File: src/rtl/serial_full_subtractor_if.sv
// Operand/result bus for the bit-serial subtractor.
//   master : operand source / result sink side (drives in_valid, a, b, bin, res_ready)
//   slave  : subtractor side (drives in_ready, res_valid, diff, bout, busy)
// Signals:
//   in_valid/in_ready  operand handshake; a, b, bin sampled on acceptance
//   res_valid/res_ready result handshake; diff, bout held while res_valid
//   busy               subtractor is computing or holding an unaccepted result
interface serial_full_subtractor_if #(
  parameter int W = 8
);
  logic         in_valid;
  logic         in_ready;
  logic [W-1:0] a;
  logic [W-1:0] b;
  logic         bin;
  logic         res_valid;
  logic         res_ready;
  logic [W-1:0] diff;
  logic         bout;
  logic         busy;

  modport master (
    output in_valid, a, b, bin, res_ready,
    input  in_ready, res_valid, diff, bout, busy
  );

  modport slave (
    input  in_valid, a, b, bin, res_ready,
    output in_ready, res_valid, diff, bout, busy
  );
endinterface

File: src/rtl/serial_full_subtractor.sv
// Bit-serial W-bit subtractor: DIFF = A - B - BIN (mod 2^W), one bit per
// clock, LSB first, with a single borrow flip-flop between bits.
// Ports:
//   clk    in  rising-edge clock
//   rst_n  in  asynchronous active-low reset
//   bus    slave modport of serial_full_subtractor_if
//          (operands in via in_valid/in_ready, result out via res_valid/res_ready,
//           busy high while computing or holding a result)
module serial_full_subtractor #(
  parameter int W = 8
) (
  input  logic                     clk,
  input  logic                     rst_n,
  serial_full_subtractor_if.slave  bus
);

  localparam int CNT_W = $clog2(W);
  localparam logic [CNT_W-1:0] CNT_LAST = CNT_W'(W - 1);

  localparam logic [1:0] S_IDLE = 2'd0;
  localparam logic [1:0] S_RUN  = 2'd1;
  localparam logic [1:0] S_DONE = 2'd2;

  logic [1:0]       state_q,     state_d;
  logic [W-1:0]     a_sh_q,      a_sh_d;
  logic [W-1:0]     b_sh_q,      b_sh_d;
  logic [W-1:0]     res_sh_q,    res_sh_d;
  logic             br_q,        br_d;
  logic [CNT_W-1:0] cnt_q,       cnt_d;
  logic [W-1:0]     diff_q,      diff_d;
  logic             bout_q,      bout_d;
  logic             res_valid_q, res_valid_d;

  // Full-subtractor cell on the current LSBs
  logic         x_bit;
  logic         y_bit;
  logic         d_bit;
  logic         bo_bit;
  logic [W-1:0] res_shifted;

  assign x_bit  = a_sh_q[0];
  assign y_bit  = b_sh_q[0];
  assign d_bit  = x_bit ^ y_bit ^ br_q;
  assign bo_bit = (~x_bit & y_bit) | (~(x_bit ^ y_bit) & br_q);

  // New bits enter at the MSB so the first (LSB) bit lands at position 0
  // after W shifts.
  assign res_shifted = {d_bit, res_sh_q[W-1:1]};

  always_comb begin
    state_d     = state_q;
    a_sh_d      = a_sh_q;
    b_sh_d      = b_sh_q;
    res_sh_d    = res_sh_q;
    br_d        = br_q;
    cnt_d       = cnt_q;
    diff_d      = diff_q;
    bout_d      = bout_q;
    res_valid_d = res_valid_q;

    case (state_q)
      S_IDLE: begin
        if (bus.in_valid) begin
          a_sh_d   = bus.a;
          b_sh_d   = bus.b;
          br_d     = bus.bin;
          res_sh_d = '0;
          cnt_d    = '0;
          state_d  = S_RUN;
        end
      end
      S_RUN: begin
        a_sh_d   = a_sh_q >> 1;
        b_sh_d   = b_sh_q >> 1;
        res_sh_d = res_shifted;
        br_d     = bo_bit;
        cnt_d    = cnt_q + CNT_W'(1);
        if (cnt_q == CNT_LAST) begin
          // Only the completed word is published; partial bits stay internal.
          diff_d      = res_shifted;
          bout_d      = bo_bit;
          res_valid_d = 1'b1;
          state_d     = S_DONE;
        end
      end
      S_DONE: begin
        if (bus.res_ready) begin
          res_valid_d = 1'b0;
          state_d     = S_IDLE;
        end
      end
      default: state_d = S_IDLE;
    endcase
  end

  always_ff @(posedge clk or negedge rst_n) begin
    if (!rst_n) begin
      state_q     <= S_IDLE;
      a_sh_q      <= '0;
      b_sh_q      <= '0;
      res_sh_q    <= '0;
      br_q        <= 1'b0;
      cnt_q       <= '0;
      diff_q      <= '0;
      bout_q      <= 1'b0;
      res_valid_q <= 1'b0;
    end else begin
      state_q     <= state_d;
      a_sh_q      <= a_sh_d;
      b_sh_q      <= b_sh_d;
      res_sh_q    <= res_sh_d;
      br_q        <= br_d;
      cnt_q       <= cnt_d;
      diff_q      <= diff_d;
      bout_q      <= bout_d;
      res_valid_q <= res_valid_d;
    end
  end

  assign bus.in_ready  = (state_q == S_IDLE);
  assign bus.busy      = (state_q == S_RUN) || (state_q == S_DONE);
  assign bus.res_valid = res_valid_q;
  assign bus.diff      = diff_q;
  assign bus.bout      = bout_q;

endmodule

File: src/flat_wrapper.sv
// flat-port wrapper written by rule: the top's interface ports become plain ports
module serial_full_subtractor_flat 
#(
  parameter int W = 8
)
  (clk, rst_n, bus_in_valid, bus_a, bus_b, bus_bin, bus_res_ready, bus_in_ready, bus_res_valid, bus_diff, bus_bout, bus_busy);
  serial_full_subtractor_if #(.W(W)) bus_i ();
  input  logic clk;
  input  logic rst_n;
  input wire logic [$bits(bus_i.in_valid)-1:0] bus_in_valid;
  input wire logic [$bits(bus_i.a)-1:0] bus_a;
  input wire logic [$bits(bus_i.b)-1:0] bus_b;
  input wire logic [$bits(bus_i.bin)-1:0] bus_bin;
  input wire logic [$bits(bus_i.res_ready)-1:0] bus_res_ready;
  output wire logic [$bits(bus_i.in_ready)-1:0] bus_in_ready;
  output wire logic [$bits(bus_i.res_valid)-1:0] bus_res_valid;
  output wire logic [$bits(bus_i.diff)-1:0] bus_diff;
  output wire logic [$bits(bus_i.bout)-1:0] bus_bout;
  output wire logic [$bits(bus_i.busy)-1:0] bus_busy;
  assign bus_i.in_valid = bus_in_valid;
  assign bus_i.a = bus_a;
  assign bus_i.b = bus_b;
  assign bus_i.bin = bus_bin;
  assign bus_i.res_ready = bus_res_ready;
  assign bus_in_ready = bus_i.in_ready;
  assign bus_res_valid = bus_i.res_valid;
  assign bus_diff = bus_i.diff;
  assign bus_bout = bus_i.bout;
  assign bus_busy = bus_i.busy;
  serial_full_subtractor #(.W(W)) u_core (.clk(clk), .rst_n(rst_n), .bus(bus_i));
endmodule
File: config.mk
export PLATFORM = sky130hd
export DESIGN_NAME = serial_full_subtractor_flat
export DESIGN_NICKNAME = d
export VERILOG_FILES = /design/src/rtl/serial_full_subtractor_if.sv /design/src/rtl/serial_full_subtractor.sv /design/src/flat_wrapper.sv
export SDC_FILE = /design/constraint.sdc
export NUM_CORES = 1
export LEC_CHECK = 0
export CAP_MARGIN = 0
export CORE_MARGIN = 2
export CORE_UTILIZATION = 30
export DETAILED_ROUTE_END_ITERATION = 8
export GPL_TIMING_DRIVEN = 0
export HOLD_SLACK_MARGIN = 0.05
export PLACE_DENSITY_LB_ADDON = 0.05
export SETUP_SLACK_MARGIN = 0.05
export SYNTH_ARGS = -nofsm -noshare
export SYNTH_HDL_FRONTEND = slang
export SYNTH_SLANG_ARGS = --single-unit
File: constraint.sdc
create_clock -name clk -period 2.7 [get_ports clk]
set_input_delay 0.675 -clock clk [delete_from_list [all_inputs] [get_ports clk]]
set_output_delay 0.675 -clock clk [all_outputs]
set_load 0.01 [all_outputs]
==> metrics.md <==
| Metric | Value |
|---|---|
| Status | finished clean |
| Die Height | 80.1 um |
| Number of buffers and inverters on the critical path | 2 |
| Gpl congestion | 0.690 |
| Arrival @ worst endpoint | 1650 ps |
| Total CTS buffers | 5 |
| Gr ovfl total | 0 |
| Final std cells w/o fill | 258 |
| Critical Path, Cell by Cell | inv_1, ha_1, clkdlybuf4s50_1 |
| Syn Nets | 173 |
| Ranking of synthesized cells by area | dfrtp_1 (56%), mux2i_1 (9.8%), mux2_2 (6.5%) |
| Setup bufs post-CTS | 0 |
| Die width | 80.1 um |
| Sw frac | 33.6% |
| CTS tree | built |
| Core ar. | 5540 sq um |
| Unrepaired setup endpoints after global routing | false |
| Sink Count | 39 |
| Netlist cell types | 21 |
| Vias/cell | 4.69 |
| WL/cell | 13.5 um |
| ANT nets after route | 0 |
| Die area | 6410 sq um |
| Crit path max-delay cell type | clkdlybuf4s50_1 |
| Worst setup EP type | output port |
| Initial antenna violation count | 0 |
| Initial Util | 31.3% |
| Count leader, synth | dfrtp_1 |
| Slew margin rel. | 41.2% |
| Sequential power share | 37.7% |
| Clock slew at reported path FFs | 80 ps |
| Pre-antenna DRT Iters | 4 |
| Sequential area share after synthesis | 56.2% |
| Async set-reset flop share out of synthesis | 100% |
| Layout cell share with drive strength beyond 1 | 14.0% |
| Synthesis-to-finish area growth | 31.2% |
| R2R Setup Slk | 1030 ps |
| Most used DFF post-synth | dfrtp_1 |
| Root Driver | clkbuf_8 |
| Net Sw Power | 0.803 mW |
| Final Max Tran Viols | 0 |
| Hold WS | 487 ps |
| Ant diodes | 0 |
| Setup TNS | 0 ps |
| Global-route wire length before repair | 6290 um |
| Internal | 1.59 mW |
| Leakage | 1.05 nW |
| Residual DRC | 0 |
| Post-cts hold buffer count | 0 |
| Max rail drop VDD | 0.000320 V |
| Dpl cells | 250 |
| Min Tclk post-route | 2320 ps |
| Hold/Removal Path Class | in2async |
| GRT Resource Usage Total | 12.8% |
| Resize count post-CTS | 0 |
| Clock Power Share | 24.5% |
| CTS HTree Levels | 2 |
| Max incr delay on CP | 590 ps |
| Flops & latches, synth | 39 |
| Finish-stage setup viols | 0 |
| FMAX | 0.430 GHz |
| EDFF count, synth | 0 |
| I/O pin count | 33 |
| Pin count of the biggest net entering global routing | 40 |
| Cell Pwr Density | 1050 nW/um^2 |
| Yosys warning count | 0 |
| Via count | 1210 |
| Max-cap violation count | 0 |
| DP Wirelength | 2440 um |
| Fin nets | 212 |
| Port-buffer cells | 32 |
| Synth Cell Area | 1740 sq um |
| Req. time, crit path | 2030 ps |
| Crit Path Class | reg2out |
| CP max FO | 7 |
| Initial DRC Count | 39 |
| Final period util | 86.1% |
| Post-synth top cells | dfrtp_1 (39), nand2_1 (20), mux2i_1 (17) |
| Cell type with the largest total area after synthesis | dfrtp_1 |
| Final hold violation count | 0 |
| Final wirelength | 3490 um |
| Worst-margin pin slew | 882 ps |
| Cells after Synth | 146 |
| Clock buffer depth | 2 |
| CP top delay family | buffers and inverters |
| Clk Latency, worst-skew pair | 290 ps |
| Row count | 27 |
| Clock Skews | 2.71 ps |
| Fillers | 557 |
| Synth top area share | 56.2% |
| Setup crit start kind | flip-flop |
| Vias in the first global route | 1358 |
| Avg Synthesized Cell Area | 11.9 sq um |
| Power share of the combinational group | 37.8% |
[cells by family (layout without fill, tap and decap cells)]
group,Yosys count,in the layout,synth area share (%)
flip-flops,39,39,56.2
buffers and inverters,14,54,4.04
adder cells (fa/ha/maj),6,6,4.76
AND/OR/NAND/NOR,28,28,7.14
multiplexers,27,27,16.3
AO/OA/AOI/OAI,32,32,11.5
[through the flow]
step                      setup slack [ps]  power (mW)  instance area (sq um)  utilization [%]
after floorplan                       1200        1.53                   1740                -
final                                  377        2.39                   2280             41.1
after detailed placement               585        1.84                   2140             38.6
after global placement                19.1        1.81                   2150             38.7
after global routing                   263        2.60                   2280             41.1
after CTS                              358        2.44                   2280             41.1
[layout make-up]
type                            instances  area, sq um  area share [%]
Sequential cell                        39          976            42.9
Multi-Input combinational cell         93          689            30.3
Timing Repair Buffer                   32          315            13.8
Tap cell                               72         90.1            3.96
Clock buffer                            5         68.8            3.02
Clock inverter                          3         67.6            2.97
Buffer                                  7         43.8            1.92
Inverter                                7         26.3            1.15
[worst paths after layout]
path                                          startpoint                             end  cells past startpoint
min                                                rst_n    u_core.a_sh_q[1]$_DFFE_PN0P_                      1
max                        u_core.state_q[0]$_DFFE_PN0P_                    bus_in_ready                      3
max reg2reg                u_core.state_q[0]$_DFFE_PN0P_         u_core.br_q$_DFFE_PN0P_                      6
min in group clk            u_core.a_sh_q[2]$_DFFE_PN0P_    u_core.a_sh_q[2]$_DFFE_PN0P_                      2
max in group asynchronous                          rst_n  u_core.bus.diff[1]$_DFFE_PN0P_                      1
min reg2reg                 u_core.a_sh_q[2]$_DFFE_PN0P_    u_core.a_sh_q[2]$_DFFE_PN0P_                      2
[power by group through the flow]
| stage | sequential, mW | combinational [mW] | clock (mW) |
|---|---|---|---|
| 2_1_floorplan | 0.892 | 0.643 | 0 |
| 3_3_place_gp | 0.907 | 0.902 | 0 |
| 3_5_place_dp | 0.918 | 0.922 | 0 |
| 4_1_cts | 0.906 | 0.928 | 0.604 |
| 5_1_grt | 0.937 | 1.03 | 0.635 |
| 6_report | 0.902 | 0.903 | 0.585 |
[layout by cell type, fill, tap and decap left out]
master / n
o21ai_1: 6
nor2b_1: 1
buf_4: 1
clkdlybuf4s50_1: 31
bufinv_16: 2
inv_1: 7
clkbuf_8: 5
nand2b_1: 3
mux2_2: 10
fa_1: 1
nand3_1: 1
o21ai_0: 12
mux2i_1: 17
ha_1: 5
a21oi_1: 2
buf_6: 1
clkinvlp_4: 1
and3_1: 2
clkbuf_2: 1
nand2_1: 20
a31oi_1: 2
a22o_1: 10
buf_2: 5
and2_1: 1
dfrtp_1: 39
[worst reg2reg max path, cell delays in order (launching register included)]
cell     delay (ps)
dfrtp_1         400
inv_1            90
ha_1            280
mux2i_1         370
buf_2           300
nand2_1          70
o21ai_0          80
[state kept, by name (all words and copies together) (netlist names)]
name / flops
u_core.br_q: 1
u_core.b_sh_q: 8
u_core.bus.diff: 8
u_core.a_sh_q: 8
u_core.state_q: 2
u_core.cnt_q: 3
u_core.res_sh_q: 7
u_core.bus.bout: 1
u_core.bus.res_valid: 1
[metal layers]
layer	global-route usage [%]	share of wire (%)
met1	14.7	43
met2	22.1	52
met3	4.16	3.8
met4	4.58	1.2
met5	0	0
Note: power is estimated with default switching activity, not from simulation.
